`config.mk`:
```
export PLATFORM = sky130hd
export DESIGN_NAME = uart_tx_scheduler_flat
export DESIGN_NICKNAME = d
export VERILOG_FILES = /design/src/rtl/uart_tx_scheduler_pkg.sv /design/src/rtl/uart_tx_scheduler_if.sv /design/src/rtl/uart_tx_scheduler_fifo.sv /design/src/rtl/uart_tx_scheduler.sv /design/src/flat_wrapper.sv
export SDC_FILE = /design/constraint.sdc
export NUM_CORES = 1
export LEC_CHECK = 0
export BUFFER_PORTS_ARGS = -buffer_cell sky130_fd_sc_hd__buf_2
export CORE_AREA = 2 2 89 99
export CTS_CLUSTER_SIZE = 12
export DETAILED_ROUTE_END_ITERATION = 16
export DIE_AREA = 0 0 91 101
export SETUP_SLACK_MARGIN = 0.1
export SKIP_LAST_GASP = 1
export SLEW_MARGIN = 10
export SYNTH_ARGS = -nofsm -noshare
export SYNTH_HDL_FRONTEND = slang
export SYNTH_SLANG_ARGS = --single-unit
```
`constraint.sdc`:
```
create_clock -name clk -period 6.6 [get_ports clk]
set_input_delay 0.33 -clock clk [delete_from_list [all_inputs] [get_ports clk]]
set_output_delay 0.33 -clock clk [all_outputs]
set_load 0.005 [all_outputs]
```
`src/rtl/uart_tx_scheduler_pkg.sv`:
```
// Shared definitions for the UART TX scheduler: FSM states and address map.
package uart_tx_scheduler_pkg;

  localparam logic [31:0] TX_ADDR_DEFAULT    = 32'h0000_2001;
  localparam logic [31:0] UART_STATUS_OFFSET = 32'd1;

  typedef enum logic [1:0] {
    ST_IDLE    = 2'd0,
    ST_LAUNCH  = 2'd1,
    ST_WAIT_DN = 2'd2
  } tx_state_e;

endpackage

```
`src/rtl/uart_tx_scheduler_if.sv`:
```
// CPU write port / uart_tx handshake bundle for uart_tx_scheduler.
// Status read port present only when UART_TX_SCHED_STATUS_EN is defined.
interface uart_tx_scheduler_if #(
  parameter int unsigned FIFO_DEPTH = 4
);
  localparam int unsigned LW = $clog2(FIFO_DEPTH) + 1;

  logic          wr_en;
  logic [31:0]   wr_addr;
  logic [31:0]   wr_data;
  logic          stall;
  logic [7:0]    tx_data;
  logic          tx_start;
  logic          tx_ready;
  logic [LW-1:0] fifo_level;
  logic          busy;
`ifdef UART_TX_SCHED_STATUS_EN
  logic          rd_en;
  logic [31:0]   rd_addr;
  logic [31:0]   status;

  modport master (
    output wr_en, wr_addr, wr_data, tx_ready, rd_en, rd_addr,
    input  stall, tx_data, tx_start, fifo_level, busy, status
  );
  modport slave (
    input  wr_en, wr_addr, wr_data, tx_ready, rd_en, rd_addr,
    output stall, tx_data, tx_start, fifo_level, busy, status
  );
`else
  modport master (
    output wr_en, wr_addr, wr_data, tx_ready,
    input  stall, tx_data, tx_start, fifo_level, busy
  );
  modport slave (
    input  wr_en, wr_addr, wr_data, tx_ready,
    output stall, tx_data, tx_start, fifo_level, busy
  );
`endif

endinterface

```
`src/rtl/uart_tx_scheduler_fifo.sv`:
```
// uart_tx_fifo: byte FIFO with first-word fall-through head and occupancy count.
module uart_tx_fifo #(
  parameter int unsigned DEPTH = 4,
  parameter int unsigned LW    = $clog2(DEPTH) + 1
) (
  input  logic          clk,
  input  logic          rstn,
  input  logic          push,
  input  logic          pop,
  input  logic [7:0]    din,
  output logic [7:0]    dout,
  output logic          full,
  output logic          empty,
  output logic [LW-1:0] level
);
  localparam int unsigned PW = $clog2(DEPTH);

  logic [7:0]    mem_q [DEPTH];
  logic [7:0]    mem_d [DEPTH];
  logic [PW-1:0] wr_ptr_q, wr_ptr_d;
  logic [PW-1:0] rd_ptr_q, rd_ptr_d;
  logic [LW-1:0] level_q, level_d;
  logic          push_ok, pop_ok;

  assign full  = (level_q == LW'(DEPTH));
  assign empty = (level_q == '0);
  assign level = level_q;
  assign dout  = mem_q[rd_ptr_q];

  // Pointers wrap naturally because DEPTH is a power of two.
  always_comb begin
    push_ok  = push && !full;
    pop_ok   = pop && !empty;
    mem_d    = mem_q;
    wr_ptr_d = wr_ptr_q;
    rd_ptr_d = rd_ptr_q;
    if (push_ok) begin
      mem_d[wr_ptr_q] = din;
      wr_ptr_d        = wr_ptr_q + PW'(1);
    end
    if (pop_ok) begin
      rd_ptr_d = rd_ptr_q + PW'(1);
    end
    level_d = level_q + LW'(push_ok) - LW'(pop_ok);
  end

  always_ff @(posedge clk or negedge rstn) begin
    if (!rstn) begin
      mem_q    <= '{default: '0};
      wr_ptr_q <= '0;
      rd_ptr_q <= '0;
      level_q  <= '0;
    end else begin
      mem_q    <= mem_d;
      wr_ptr_q <= wr_ptr_d;
      rd_ptr_q <= rd_ptr_d;
      level_q  <= level_d;
    end
  end

endmodule

```
`src/rtl/uart_tx_scheduler.sv`:
```
// Buffers CPU writes to TX_ADDR and launches uart_tx frames; stalls only when full.
// Optional status read port enabled by UART_TX_SCHED_STATUS_EN.
module uart_tx_scheduler
  import uart_tx_scheduler_pkg::*;
#(
  parameter logic [31:0] TX_ADDR    = TX_ADDR_DEFAULT,
  parameter int unsigned FIFO_DEPTH = 4,
  parameter bit          SYNC_READY = 1'b1
) (
  input  logic                clk,
  input  logic                rstn,
  uart_tx_scheduler_if.slave  bus
);
  tx_state_e  state_q, state_d;
  logic [7:0] tx_data_q, tx_data_d;
  logic       tx_start_q, tx_start_d;
  logic       hit, push, pop, full, empty, rdy;
  logic [7:0] head;
  logic       unused_wr_data_hi;

  assign unused_wr_data_hi = ^bus.wr_data[31:8];

  assign hit  = bus.wr_en && (bus.wr_addr == TX_ADDR);
  assign push = hit && !full;

  uart_tx_fifo #(
    .DEPTH (FIFO_DEPTH)
  ) u_fifo (
    .clk   (clk),
    .rstn  (rstn),
    .push  (push),
    .pop   (pop),
    .din   (bus.wr_data[7:0]),
    .dout  (head),
    .full  (full),
    .empty (empty),
    .level (bus.fifo_level)
  );

  // Sync flops reset low so a frame left running across reset is waited out.
  if (SYNC_READY) begin : g_sync
    logic [1:0] sync_q, sync_d;
    always_comb sync_d = {sync_q[0], bus.tx_ready};
    always_ff @(posedge clk or negedge rstn) begin
      if (!rstn) sync_q <= '0;
      else       sync_q <= sync_d;
    end
    assign rdy = sync_q[1];
  end else begin : g_nosync
    assign rdy = bus.tx_ready;
  end

  always_comb begin
    state_d    = state_q;
    tx_data_d  = tx_data_q;
    tx_start_d = 1'b0;
    pop        = 1'b0;
    case (state_q)
      ST_IDLE: begin
        if (!empty && rdy) begin
          pop        = 1'b1;
          tx_data_d  = head;
          tx_start_d = 1'b1;
          state_d    = ST_LAUNCH;
        end
      end
      ST_LAUNCH:  if (!rdy) state_d = ST_WAIT_DN;
      ST_WAIT_DN: if (rdy)  state_d = ST_IDLE;
      default:    state_d = ST_IDLE;
    endcase
  end

  always_ff @(posedge clk or negedge rstn) begin
    if (!rstn) begin
      state_q    <= ST_IDLE;
      tx_data_q  <= '0;
      tx_start_q <= 1'b0;
    end else begin
      state_q    <= state_d;
      tx_data_q  <= tx_data_d;
      tx_start_q <= tx_start_d;
    end
  end

  assign bus.stall    = hit && full;
  assign bus.tx_data  = tx_data_q;
  assign bus.tx_start = tx_start_q;
  assign bus.busy     = !empty || (state_q != ST_IDLE);

`ifdef UART_TX_SCHED_STATUS_EN
  logic [7:0] level8;
  always_comb begin
    level8     = 8'(bus.fifo_level);
    bus.status = '0;
    if (bus.rd_en && (bus.rd_addr == TX_ADDR + UART_STATUS_OFFSET))
      bus.status = {22'b0, level8, bus.busy, full};
  end
`endif

endmodule

```
`src/flat_wrapper.sv`:
```
// flat-port wrapper written by rule: the top's interface ports become plain ports
module uart_tx_scheduler_flat import uart_tx_scheduler_pkg::*;
#(
  parameter logic [31:0] TX_ADDR    = TX_ADDR_DEFAULT,
  parameter int unsigned FIFO_DEPTH = 4,
  parameter bit          SYNC_READY = 1'b1
)
  (clk, rstn, bus_wr_en, bus_wr_addr, bus_wr_data, bus_tx_ready, bus_stall, bus_tx_data, bus_tx_start, bus_fifo_level, bus_busy);
  uart_tx_scheduler_if #(.FIFO_DEPTH(FIFO_DEPTH)) bus_i ();
  input  logic clk;
  input  logic rstn;
  input wire logic [$bits(bus_i.wr_en)-1:0] bus_wr_en;
  input wire logic [$bits(bus_i.wr_addr)-1:0] bus_wr_addr;
  input wire logic [$bits(bus_i.wr_data)-1:0] bus_wr_data;
  input wire logic [$bits(bus_i.tx_ready)-1:0] bus_tx_ready;
  output wire logic [$bits(bus_i.stall)-1:0] bus_stall;
  output wire logic [$bits(bus_i.tx_data)-1:0] bus_tx_data;
  output wire logic [$bits(bus_i.tx_start)-1:0] bus_tx_start;
  output wire logic [$bits(bus_i.fifo_level)-1:0] bus_fifo_level;
  output wire logic [$bits(bus_i.busy)-1:0] bus_busy;
  assign bus_i.wr_en = bus_wr_en;
  assign bus_i.wr_addr = bus_wr_addr;
  assign bus_i.wr_data = bus_wr_data;
  assign bus_i.tx_ready = bus_tx_ready;
  assign bus_stall = bus_i.stall;
  assign bus_tx_data = bus_i.tx_data;
  assign bus_tx_start = bus_i.tx_start;
  assign bus_fifo_level = bus_i.fifo_level;
  assign bus_busy = bus_i.busy;
  uart_tx_scheduler #(.TX_ADDR(TX_ADDR), .FIFO_DEPTH(FIFO_DEPTH), .SYNC_READY(SYNC_READY)) u_core (.clk(clk), .rstn(rstn), .bus(bus_i));
endmodule
```
==> results of run 1 <==
-- power groups by stage --
| stage | combinational, mW | clock, mW | sequential [mW] |
|---|---|---|---|
| 2_1_floorplan | 0.112 | 0 | 0.364 |
| 3_3_place_gp | 0.134 | 0 | 0.393 |
| 3_5_place_dp | 0.138 | 0 | 0.395 |
| 4_1_cts | 0.138 | 0.185 | 0.389 |
| 5_1_grt | 0.151 | 0.196 | 0.394 |
| 6_report | 0.134 | 0.179 | 0.387 |
-- critical path, cell delays in order (launching register included) --
cell	delay [ns]
sky130_fd_sc_hd__dfrtp_1	0.44
sky130_fd_sc_hd__nor3_1	0.19
sky130_fd_sc_hd__or3_1	0.46
sky130_fd_sc_hd__clkinv_1	0.45
sky130_fd_sc_hd__ha_1	0.41
sky130_fd_sc_hd__inv_1	0.04
sky130_fd_sc_hd__ha_1	0.18
sky130_fd_sc_hd__fa_1	0.38
sky130_fd_sc_hd__xnor2_1	0.18
sky130_fd_sc_hd__xnor2_1	0.14
-- flip-flops by register name, indices dropped and copies added (netlist names) --
| signal | count |
|---|---|
| u_core.u_fifo.mem_q | 32 |
| u_core.u_fifo.wr_ptr_q | 2 |
| u_core.u_fifo.rd_ptr_q | 2 |
| u_core.g_sync.sync_q | 2 |
| u_core.state_q | 2 |
| u_core.bus.tx_start | 1 |
| u_core.bus.tx_data | 8 |
| u_core.u_fifo.level | 3 |
-- routing by layer --
metal | vias to the layer above | track usage, %
met5 | - | 0
met1 | 761 | 13.9
met3 | 4 | 2.54
li1 | 733 | -
met4 | 0 | 3.38
met2 | 23 | 18.6
-- metrics by stage --
stage	util, %	setup WS, ns	power, mW	cell area [um^2]
CTS	35.2	3.56	0.712	2900
finish	35.2	3.66	0.700	2900
floorplan	-	4.05	0.476	2400
global placement	34.1	3.63	0.528	2810
global route	35.2	3.35	0.741	2900
detailed placement	34.1	3.59	0.533	2810
-- synth_stat cells, types with 3 or more instances --
cell	n
sky130_fd_sc_hd__dfrtp_1	52
sky130_fd_sc_hd__nor4b_1	3
sky130_fd_sc_hd__inv_1	6
sky130_fd_sc_hd__nor4_4	4
sky130_fd_sc_hd__xnor2_1	6
sky130_fd_sc_hd__nand2_1	30
sky130_fd_sc_hd__ha_1	6
sky130_fd_sc_hd__nor2_1	3
sky130_fd_sc_hd__mux2_2	33
sky130_fd_sc_hd__clkbuf_1	5
sky130_fd_sc_hd__mux4_2	8
sky130_fd_sc_hd__nor4_1	7
-- layout make-up --
cell class	count	area share (%)
multi-input combinational	110	36.2
clock inverter	3	0.648
tap	111	4.79
clock buffer	5	2.38
sequential	52	44.9
inverter	7	0.907
timing repair buffer	58	10.1
-- cell usage in the layout (no fill, tap or decap) --
| master | synthesis | routed |
|---|---|---|
| sky130_fd_sc_hd__clkinv_1 | 1 | 1 |
| sky130_fd_sc_hd__nand2b_1 | 2 | 2 |
| sky130_fd_sc_hd__or3b_2 | 2 | 2 |
| sky130_fd_sc_hd__nor3_1 | 2 | 2 |
| sky130_fd_sc_hd__inv_1 | 6 | 6 |
| sky130_fd_sc_hd__nor4b_1 | 3 | 3 |
| sky130_fd_sc_hd__nor4_4 | 4 | 4 |
| sky130_fd_sc_hd__nand4_2 | 2 | 2 |
| sky130_fd_sc_hd__nor2_1 | 3 | 3 |
| sky130_fd_sc_hd__mux2_2 | 33 | 33 |
| sky130_fd_sc_hd__mux4_2 | 8 | 8 |
| sky130_fd_sc_hd__nand2_1 | 30 | 30 |
| sky130_fd_sc_hd__clkinv_4 | 0 | 1 |
| sky130_fd_sc_hd__fa_1 | 1 | 1 |
| sky130_fd_sc_hd__clkbuf_8 | 0 | 5 |
| sky130_fd_sc_hd__xnor2_1 | 6 | 6 |
| sky130_fd_sc_hd__nor4_1 | 7 | 7 |
| sky130_fd_sc_hd__dfrtp_1 | 52 | 52 |
| sky130_fd_sc_hd__clkinv_2 | 0 | 2 |
| sky130_fd_sc_hd__buf_2 | 0 | 57 |
| sky130_fd_sc_hd__buf_4 | 0 | 1 |
| sky130_fd_sc_hd__ha_1 | 6 | 6 |
| sky130_fd_sc_hd__or3_1 | 1 | 1 |
-- kinds of logic after synthesis --
| group | Yosys count | synth area share (%) |
|---|---|---|
| AND/OR/NAND/NOR | 56 | 14.6 |
| flip-flops | 52 | 54.3 |
| buffers and inverters | 12 | 1.88 |
| adder cells (fa/ha/maj) | 7 | 3.97 |
| XOR/XNOR | 6 | 2.19 |
| multiplexers | 41 | 23.0 |
-- worst max path at each step --
stage	end	start
floorplan	u_core.u_fifo.level[2]	bus_wr_addr[10]
global placement	u_core.u_fifo.level[2]	u_core.u_fifo.level[1]
detailed placement	u_core.u_fifo.level[2]	u_core.u_fifo.level[1]
CTS	u_core.u_fifo.level[2]	u_core.u_fifo.level[1]
global route	u_core.u_fifo.level[2]	u_core.u_fifo.level[1]
finish	u_core.u_fifo.level[2]	u_core.u_fifo.level[0]
==> run summary, run 1 <==
The smallest clock period supported by the final layout is computed as 2.94 ns. The maximum level of the CTS H-tree is 2. The die width is 91 um.

The maximum clock skew at final layout is 0.00831 ns. The final worst hold slack came out at 0.126 ns. The endpoint of the worst-slack reg-to-reg timing path is u_core.u_fifo.level[2]. In the detailed route, the total length drawn on met3 is 160 um. The synthesized instance count is 174.

The chip height is 101 um. The combined area of the multi-input logic cells came out at 1050 um^2. After layout, the worst path uses 44.5% of the clock period. The flip-flop cell with the highest count after synthesis is sky130_fd_sc_hd__dfrtp_1. The tree is rooted in a sky130_fd_sc_hd__clkbuf_8. The biggest area contributor in the post-synthesis netlist is sky130_fd_sc_hd__dfrtp_1.

Of all nets on the critical path, the largest fanout is 11. The areal power density over the cells came out at 242 nW/um^2. The first global-routing pass estimated 7910 um of wire. For this run, the number of Yosys warnings is 0.

The final wirelength came out at 4670 um. After clock tree synthesis, the clock-pin slew on the worst setup and hold paths is 0.09 ns. The placed cell count is 338.

In this run, post-CTS repair resized a total of 0 instances. The die covers 9190 um^2. The internal power contribution is 0.487 mW.

Summing the sequential cell areas from Yosys gives 54.3% of the chip area. The placeable core region came out at 8230 um^2. The number of hold violations in the final report came to 0. In the post-synthesis netlist, the biggest area contributors are sky130_fd_sc_hd__dfrtp_1 54%, sky130_fd_sc_hd__mux2_2 16%, sky130_fd_sc_hd__mux4_2 7.5%. The critical path is of the flip-flop to flip-flop type. The kind of start point of the critical path is a flip-flop.

The post-synth net total came out at 249. The number of violations reported at the end of detailed-routing iteration 0 is 52. Setup repair after global routing left no endpoint under its margin.

Summing all flip-flop and latch instances after layout gives 1300 um^2. The global-route usage over all layers came out at 10.9%. The total negative slack for setup checks is 0 ns.

The switching power came out at 0.213 mW. The flow ran to the end, and the final reports show no timing, DRC or antenna violations. The remaining antenna violation count came out at 0. The number of antenna diodes in the final layout is 0.

Across the run, the number of max-cap violations was 0. TritonCTS built the clock tree. The power share of the clock group is 25.5%. The highest ir drop seen on vdd came out at 0.000105 V. The share of synthesized area in the top cell type comes to 54.3%. The routed length on met1 is 2160 um.

The final cell count without fillers is 346. The capturing element type of the critical path is a flip-flop. The buffers inserted during post-CTS setup optimization came out at 0. The total count of max-transition violations in the final report was 0.

The flop-to-flop setup slack came out at 3.66 ns. The upper clock frequency limit is 340 MHz. The setup-violating endpoint count in the final report is 0. The netlist uses 19 different library cells. The area growth from synthesis to final layout came out at 20.9%.

Buffers placed on the I/O ports in this run total 57. For the pin with the worst max-slew slack, the measured transition is 0.689 ns. Sequential cells account for 55.3% of the total power. The placer's final routability congestion estimate came out at 0.741.

The required time of the critical path is 6.83 ns. The global-route congestion overflow total came out at 0. The routed layout has 1,521 vias. The total CTS buffers came out at 5. The initial antenna violation count was 0. The number of enable-type register cells in the synthesized netlist is 0.

The highest metal layer with signal wires is met4. The number of ports placed on the die boundary came out at 82. The number of design rule violations left after detail routing is 0.

The cell area after synthesis came out at 2400 um^2. After detailed routing, the average wire length per cell comes to 13.5 um. The arrival time of data at the critical path endpoint came out at 3.17 ns. The maximum number of pins on one net before global-route repair is 53.

Counting cells, the worst reg-to-reg path comes to 9. The initial core utilization came out at 29.1%. The leakage power total came out at 1.49 nW. The min-delay analysis places its worst path in the category input pin to async pin. The number of buffers inserted for hold repair after clock tree synthesis is 0.

Clock latency on the worst-skew pair, taken at its later pin, is 0.31 ns. The net count of the finished layout came out at 309. A synthesized cell averages 13.8 um^2.

The clock sink total came out at 52. After detailed routing, the number of vias per cell comes to 4.40. The number of filler cells placed in the layout came out at 869. The number of synthesized register bits is 52. The half-perimeter wire length of the detailed placement result is 3300 um.

The maximum buffer depth of the clock tree is 2. Combinational cells account for 19.1% of the total power. The worst register-to-register path begins at u_core.u_fifo.level[0]. The row count came out at 35. The fraction of power spent switching nets came out at 30.4%. The fraction of final layout cells sized beyond drive strength 1 is 48.9%.

The met2 wirelength from detailed routing is 2310 um. For this run, asynchronously set or reset flops after synthesis account for 100%. The relative slew slack came out at 53.7%.

The number of global-route vias before repair came to 1,638. The number of detailed-route iterations in the first pass is 4.
No activity file was read; power rests on OpenSTA's default activity.
==> run 2, diff against run 1 <==
==> constraint.sdc (replaced) <==
create_clock -name clk -period 3.05 [get_ports clk]
set_input_delay 0.1525 -clock clk [delete_from_list [all_inputs] [get_ports clk]]
set_output_delay 0.1525 -clock clk [all_outputs]
set_load 0.005 [all_outputs]
==> run summary, run 2 (synthesized netlist as in run 1, its figures left out) <==
The flow ran to the end, and the final reports show no timing, DRC or antenna violations. The die width is 91 um. The number of design rule violations left after detail routing is 0.

The number of detailed-route iterations in the first pass came out at 4. The maximum buffer depth of the clock tree is 2. Global routing finished with a remaining overflow of 0. The maximum clock skew at final layout is 0.0130 ns.

Leaving out fill and tap cells, the most frequent cell in the layout is sky130_fd_sc_hd__buf_2. The cell area after placement came out at 2840 um^2. The final critical-path share of the clock period is 74.6%. The shortest period the worst path allows came out at 2.28 ns. The total number of vias came out at 1,523. In the final design database the tool counted 315 nets.

The maximum number of pins on one net before global-route repair came out at 36. The region available for standard cell placement spans 8230 um^2. The number of ports placed on the die boundary came out at 82. Once the clock tree was built, the resizer swapped 0 gates to a different size. The clock-pin slew reported for the worst setup and hold paths after clock tree synthesis is 0.09 ns. Timing would allow up to 439 MHz. The worst setup path is of the flip-flop to flip-flop kind. The path type of the worst min-delay path is input pin to flip-flop. Once the floorplan was initialized, standard cells occupied 29.1% of the core. The remaining antenna violation count is 0. The number of filler cells placed in the layout is 855.

The initial antenna violation count came out at 0. The first routing iteration left 21 violations. The max-cap violation count came out at 0. Dividing the detail-routed via count by the number of cells gives 4.34. The highest ir drop seen on vdd came out at 0.000225 V. The largest register by flop count is u_core.u_fifo.mem_q. The wire length of the first global-routing pass came out at 7990 um.

The area growth from synthesis to final layout is 22.7%. The row count came out at 35. Setup repair after global routing left no endpoint under its margin.

The number of global-route vias before repair was 1,637. The number of hold violations in the final report was 0. The library cells used most frequently in the layout, excluding fill and tap cells, are 57 x sky130_fd_sc_hd__buf_2, 52 x sky130_fd_sc_hd__dfrtp_1, 33 x sky130_fd_sc_hd__mux2_2, 30 x sky130_fd_sc_hd__nand2_1, 8 x sky130_fd_sc_hd__mux4_2.

Data arrives at the worst endpoint at 2.50 ns. The worst setup path is captured at a flip-flop. The H-tree generated during clock tree synthesis spans 2 levels. The required time of the critical path came out at 3.28 ns. The cell at the root of the clock tree is sky130_fd_sc_hd__clkbuf_8. The antenna diode count is 0. The finished cells cover 2940 um^2.

The fraction of final layout cells sized beyond drive strength 1 came out at 49.2%. The total count of max-transition violations in the final report is 0. The buffers inserted during post-CTS setup optimization came out at 0. The final wirelength came out at 4620 um. For this design the ratio of total power to cell area is 514 nW/um^2.

The slew at the pin closest to its max-slew limit is 0.788 ns. The top fanout value on the critical path came out at 10. The half-perimeter wire length of the detailed placement result is 3310 um. The setup-violating endpoint count in the final report came out at 0. The worst setup path is launched from a flip-flop. TritonCTS built the clock tree. The global-route usage over all layers came out at 11.1%. The clock drives 52 sinks. The total CTS buffers came out at 5. After routing, the total negative slack on setup checks comes to 0 ns. The relative slew slack came out at 47.5%.

The leakage power total came out at 1.51 nW. The routed length per placed instance is 13.2 um. The clock insertion delay at the later pin of the skew report came out at 0.30 ns. The number of flip-flops under the largest register name is 32. The chip height came out at 101 um. The placer's final routability congestion estimate is 0.732.

Buffers placed on the I/O ports in this run total 57. The total die area came out at 9190 um^2.
## run 2: final cells by class
type | instances | area, um^2 | share of cell area, %
Sequential cell | 52 | 1300 | 44.3
Multi-Input combinational cell | 110 | 1050 | 35.7
Timing Repair Buffer | 64 | 343 | 11.7
Tap cell | 111 | 139 | 4.72
Clock buffer | 5 | 68.8 | 2.34
Inverter | 7 | 26.3 | 0.894
Clock inverter | 2 | 12.5 | 0.426
## run 2: timing repair
| item | in CTS | in global routing |
|---|---|---|
| endpoints found under the hold margin | 35 | 0 |
| endpoints found under the setup margin | 0 | 0 |
| hold buffers | 2 | 0 |
## run 2: through the flow
stage / cells / hold WS (ns) / util [%] / power, mW / worst slack [ns]
2_1_floorplan: 174 / -0.143 / - / 1.03 / 0.681
3_3_place_gp: 342 / 0.270 / 34.5 / 1.15 / 0.637
3_5_place_dp: 342 / 0.266 / 34.5 / 1.16 / 0.627
4_1_cts: 351 / 0.108 / 35.7 / 1.54 / 0.743
5_1_grt: 351 / 0.109 / 35.7 / 1.62 / 0.538
6_report: 351 / 0.120 / 35.7 / 1.51 / 0.774
## run 2: path summary, 6_finish.rpt
kind / start / to / slack (ns) / depth (start not counted)
min in group asynchronous: rstn / u_core.u_fifo.level[1] / 0.46 / 2
setup / recovery: u_core.u_fifo.level[1] / u_core.u_fifo.level[2] / 0.77 / 10
setup reg to reg: u_core.u_fifo.level[1] / u_core.u_fifo.level[2] / 0.77 / 10
hold reg to reg: u_core.g_sync.sync_q[0] / u_core.g_sync.sync_q[1] / 0.36 / 0
max in group asynchronous: rstn / u_core.u_fifo.mem_q[1] / 1.84 / 3
hold / removal: bus_wr_data[4] / u_core.u_fifo.mem_q[12] / 0.12 / 2
## run 2: where the power goes
part           internal [mW]  total (mW)  leakage [nW]  switching, mW
Clock                  0.156       0.373        0.0400          0.218
Combinational          0.167       0.304         0.766          0.137
Sequential             0.739       0.833         0.702         0.0941
## run 2: layer usage
metal	part of all wire (%)	global-route usage (%)
met1	46	14.3
met2	50	18.6
met3	3.1	2.62
met4	1.2	3.38
met5	0	0
## run 2: worst max-delay path: stages (launching register included)
cell and delay [ns]:
sky130_fd_sc_hd__dfrtp_1 0.42, sky130_fd_sc_hd__nor3_1 0.20, sky130_fd_sc_hd__or3_1 0.16, sky130_fd_sc_hd__clkinv_1 0.06, sky130_fd_sc_hd__buf_4 0.17, sky130_fd_sc_hd__ha_1 0.28, sky130_fd_sc_hd__inv_1 0.04, sky130_fd_sc_hd__ha_1 0.18
sky130_fd_sc_hd__fa_1 0.38, sky130_fd_sc_hd__xnor2_1 0.18, sky130_fd_sc_hd__xnor2_1 0.13
==> run 3, diff against run 2 <==
==> constraint.sdc (replaced) <==
create_clock -name clk -period 2 [get_ports clk]
set_input_delay 0.1 -clock clk [delete_from_list [all_inputs] [get_ports clk]]
set_output_delay 0.1 -clock clk [all_outputs]
set_load 0.005 [all_outputs]
==> run summary, run 3 (synthesized netlist as in run 1, its figures left out) <==
The flow ran to the end, and the final reports show no timing, DRC or antenna violations. The global-route usage over all layers came out at 11.6%. The total die area is 9190 um^2. The chip height came out at 101 um.

The maximum number of pins on one net before global-route repair came out at 28. Counting both buffers and inverters, the worst setup path holds a total of 1. The row count is 35.

The initial antenna violation count is 0. After routing the design area is 3360 um^2. Timing would allow up to 511 MHz. The min-delay analysis places its worst path in the category input pin to flip-flop. The minimum setup slack in the final design came out at 0.0431 ns.

The highest ir drop seen on vdd is 0.000327 V. The areal power density over the cells is 807 nW/um^2. The number of cells traversed by the worst hold path came out at 2.

The most used cell along the critical path is sky130_fd_sc_hd__ha_4. The number of design rule violations left after detail routing came out at 0. The tree built by TritonCTS fans out to 52 sinks.

The top cell types in the final layout, fill and taps aside, are 57 x sky130_fd_sc_hd__buf_2, 52 x sky130_fd_sc_hd__dfrtp_1, 33 x sky130_fd_sc_hd__mux2_2, 29 x sky130_fd_sc_hd__nand2_1, 22 x sky130_fd_sc_hd__buf_4. Summed over all nets, the switching power comes to 0.784 mW. The remaining antenna violation count came out at 0.

Setup repair after global routing could not meet its margin everywhere. Setup violations remaining at the end of the flow were counted as 0. The kind of cell adding the most delay to the critical path is adder cells. The number of global-route vias before repair came out at 1,811. The most common cell after layout, fill and taps aside is sky130_fd_sc_hd__buf_2. The maximum level of the CTS H-tree is 2. Sequential cells account for 45.7% of the total power.

The largest register by flop count is u_core.u_fifo.mem_q. The max-cap violation count is 0. TritonCTS built the clock tree.

The total count of max-transition violations in the final report came to 0. In this run the count of I/O pins placed on the die edge is 82. The internal power contribution is 1.93 mW. The number of clock buffers added by TritonCTS is 5. Global routing finished with a remaining overflow of 0. The clock passes through at most 2 buffers.

For this run, the slowest stage of the critical path takes 0.42 ns. The maximum clock skew at final layout is 0.00535 ns. The cell area after placement came out at 3140 um^2. The total number of vias is 1,625. The final critical-path share of the clock period is 97.8%.

The antenna diode count came out at 0. Input and output buffers added on the ports amount to 57. The setup slack at placement is -0.179 ns. The net count of the finished layout came out at 337. The area growth from synthesis to final layout is 40.1%. The critical path crosses 8 cells after its start point. The slew at the pin closest to its max-slew limit is 0.574 ns. The number of hold violations in the final report came out at 0. The overall power consumption came out at 2.71 mW. The cell at the root of the clock tree is sky130_fd_sc_hd__clkbuf_8. The signal on the critical path passes through or3b_4, nand2_2, ha_4, inv_2, ha_4, fa_2, xnor2_2, xnor2_1.

The final layout contains routed wiring with a total length of 4840 um. The placeable core region is 8230 um^2. The required time of the critical path is 2.19 ns.

The fraction of final layout cells sized beyond drive strength 1 came out at 60.1%. The clock insertion delay at the later pin of the skew report came out at 0.30 ns. The number of detailed-route iterations in the first pass came out at 3. The relative slew slack came out at 61.7%. The die is 91 um wide. After detailed routing, the average wire length per cell comes to 12.9 um. The via density per instance is 4.34.

The total negative slack for setup checks is 0 ns. The kind of start point of the critical path is a flip-flop. The number of flip-flops under the largest register name is 32. The cell with the biggest individual delay on the critical path is sky130_fd_sc_hd__or3b_4.

The number of violations reported at the end of detailed-routing iteration 0 is 36. The wire length of the first global-routing pass came out at 8420 um. The half-perimeter wire length of the detailed placement result came out at 3620 um. The fraction of power spent switching nets is 28.9%.

The arrival time of data at the critical path endpoint is 2.15 ns. The leakage power total came out at 1.67 nW. After clock tree synthesis, the clock-pin slew on the worst setup and hold paths is 0.09 ns. At the end of routability-driven placement, the weighted congestion stood at 0.676. The worst reg-to-reg path cell count came out at 8. The power share of the clock group is 22.4%. The top fanout value on the critical path came out at 3. The shortest period the worst path allows is 1.96 ns.

Combinational logic is responsible for 31.9% of the overall power. The initial core utilization is 29.1%. The capturing element type of the critical path is a flip-flop. The critical path class is flip-flop to flip-flop.
[run 3: changes by cell type in the layout (fill, tap and decap cells not counted), sizes merged]
cell    change
buf        +22
clkbuf      +2
clkinv      -1
[run 3: final timing paths]
path	from	endpoint	slack [ns]
worst max-delay path	u_core.u_fifo.level[0]	u_core.u_fifo.level[2]	0.04
worst min-delay path	bus_wr_data[0]	u_core.u_fifo.mem_q[8]	0.08
worst max register to register	u_core.u_fifo.level[0]	u_core.u_fifo.level[2]	0.04
worst min register to register	u_core.g_sync.sync_q[0]	u_core.g_sync.sync_q[1]	0.36
max in group asynchronous	rstn	u_core.u_fifo.mem_q[8]	1.14
min in group asynchronous	rstn	u_core.u_fifo.level[1]	0.32
[run 3: what timing repair did]
item,CTS,global route
setup endpoints to repair,2,1
hold buffers,2,0
gates cloned,0,0
pin swaps,7,2
hold endpoints to repair,26,0
buffers inserted,6,1
gates resized for setup,8,0
[run 3: routing by layer]
metal	global-route usage, %	wire length [um]
met2	21.3	2600
met1	13.7	2070
met4	2.45	30
met3	2.77	138
met5	0	0
[run 3: stage by stage]
step	std cells	utilization [%]	hold slack (ns)
global placement	357	38.2	0.136
CTS	373	40.7	0.0655
global route	374	40.8	0.0677
detailed placement	357	38.2	0.137
floorplan	174	-	-0.196
finish	374	40.8	0.0759
[run 3: area by class of cell]
cell class	count	area (um^2)
fill	831	4880
sequential	52	1300
multi-input combinational	110	1220
timing repair buffer	86	571
tap	111	139
clock buffer	7	86.3
inverter	7	31.3
clock inverter	1	7.51
[run 3: power groups by stage]
stage | clock network (mW) | logic, mW | registers (mW)
6_report | 0.607 | 0.865 | 1.24
5_1_grt | 0.676 | 0.959 | 1.25
4_1_cts | 0.633 | 0.873 | 1.24
3_5_place_dp | 0 | 0.740 | 1.26
3_3_place_gp | 0 | 0.722 | 1.26
2_1_floorplan | 0 | 0.425 | 1.21
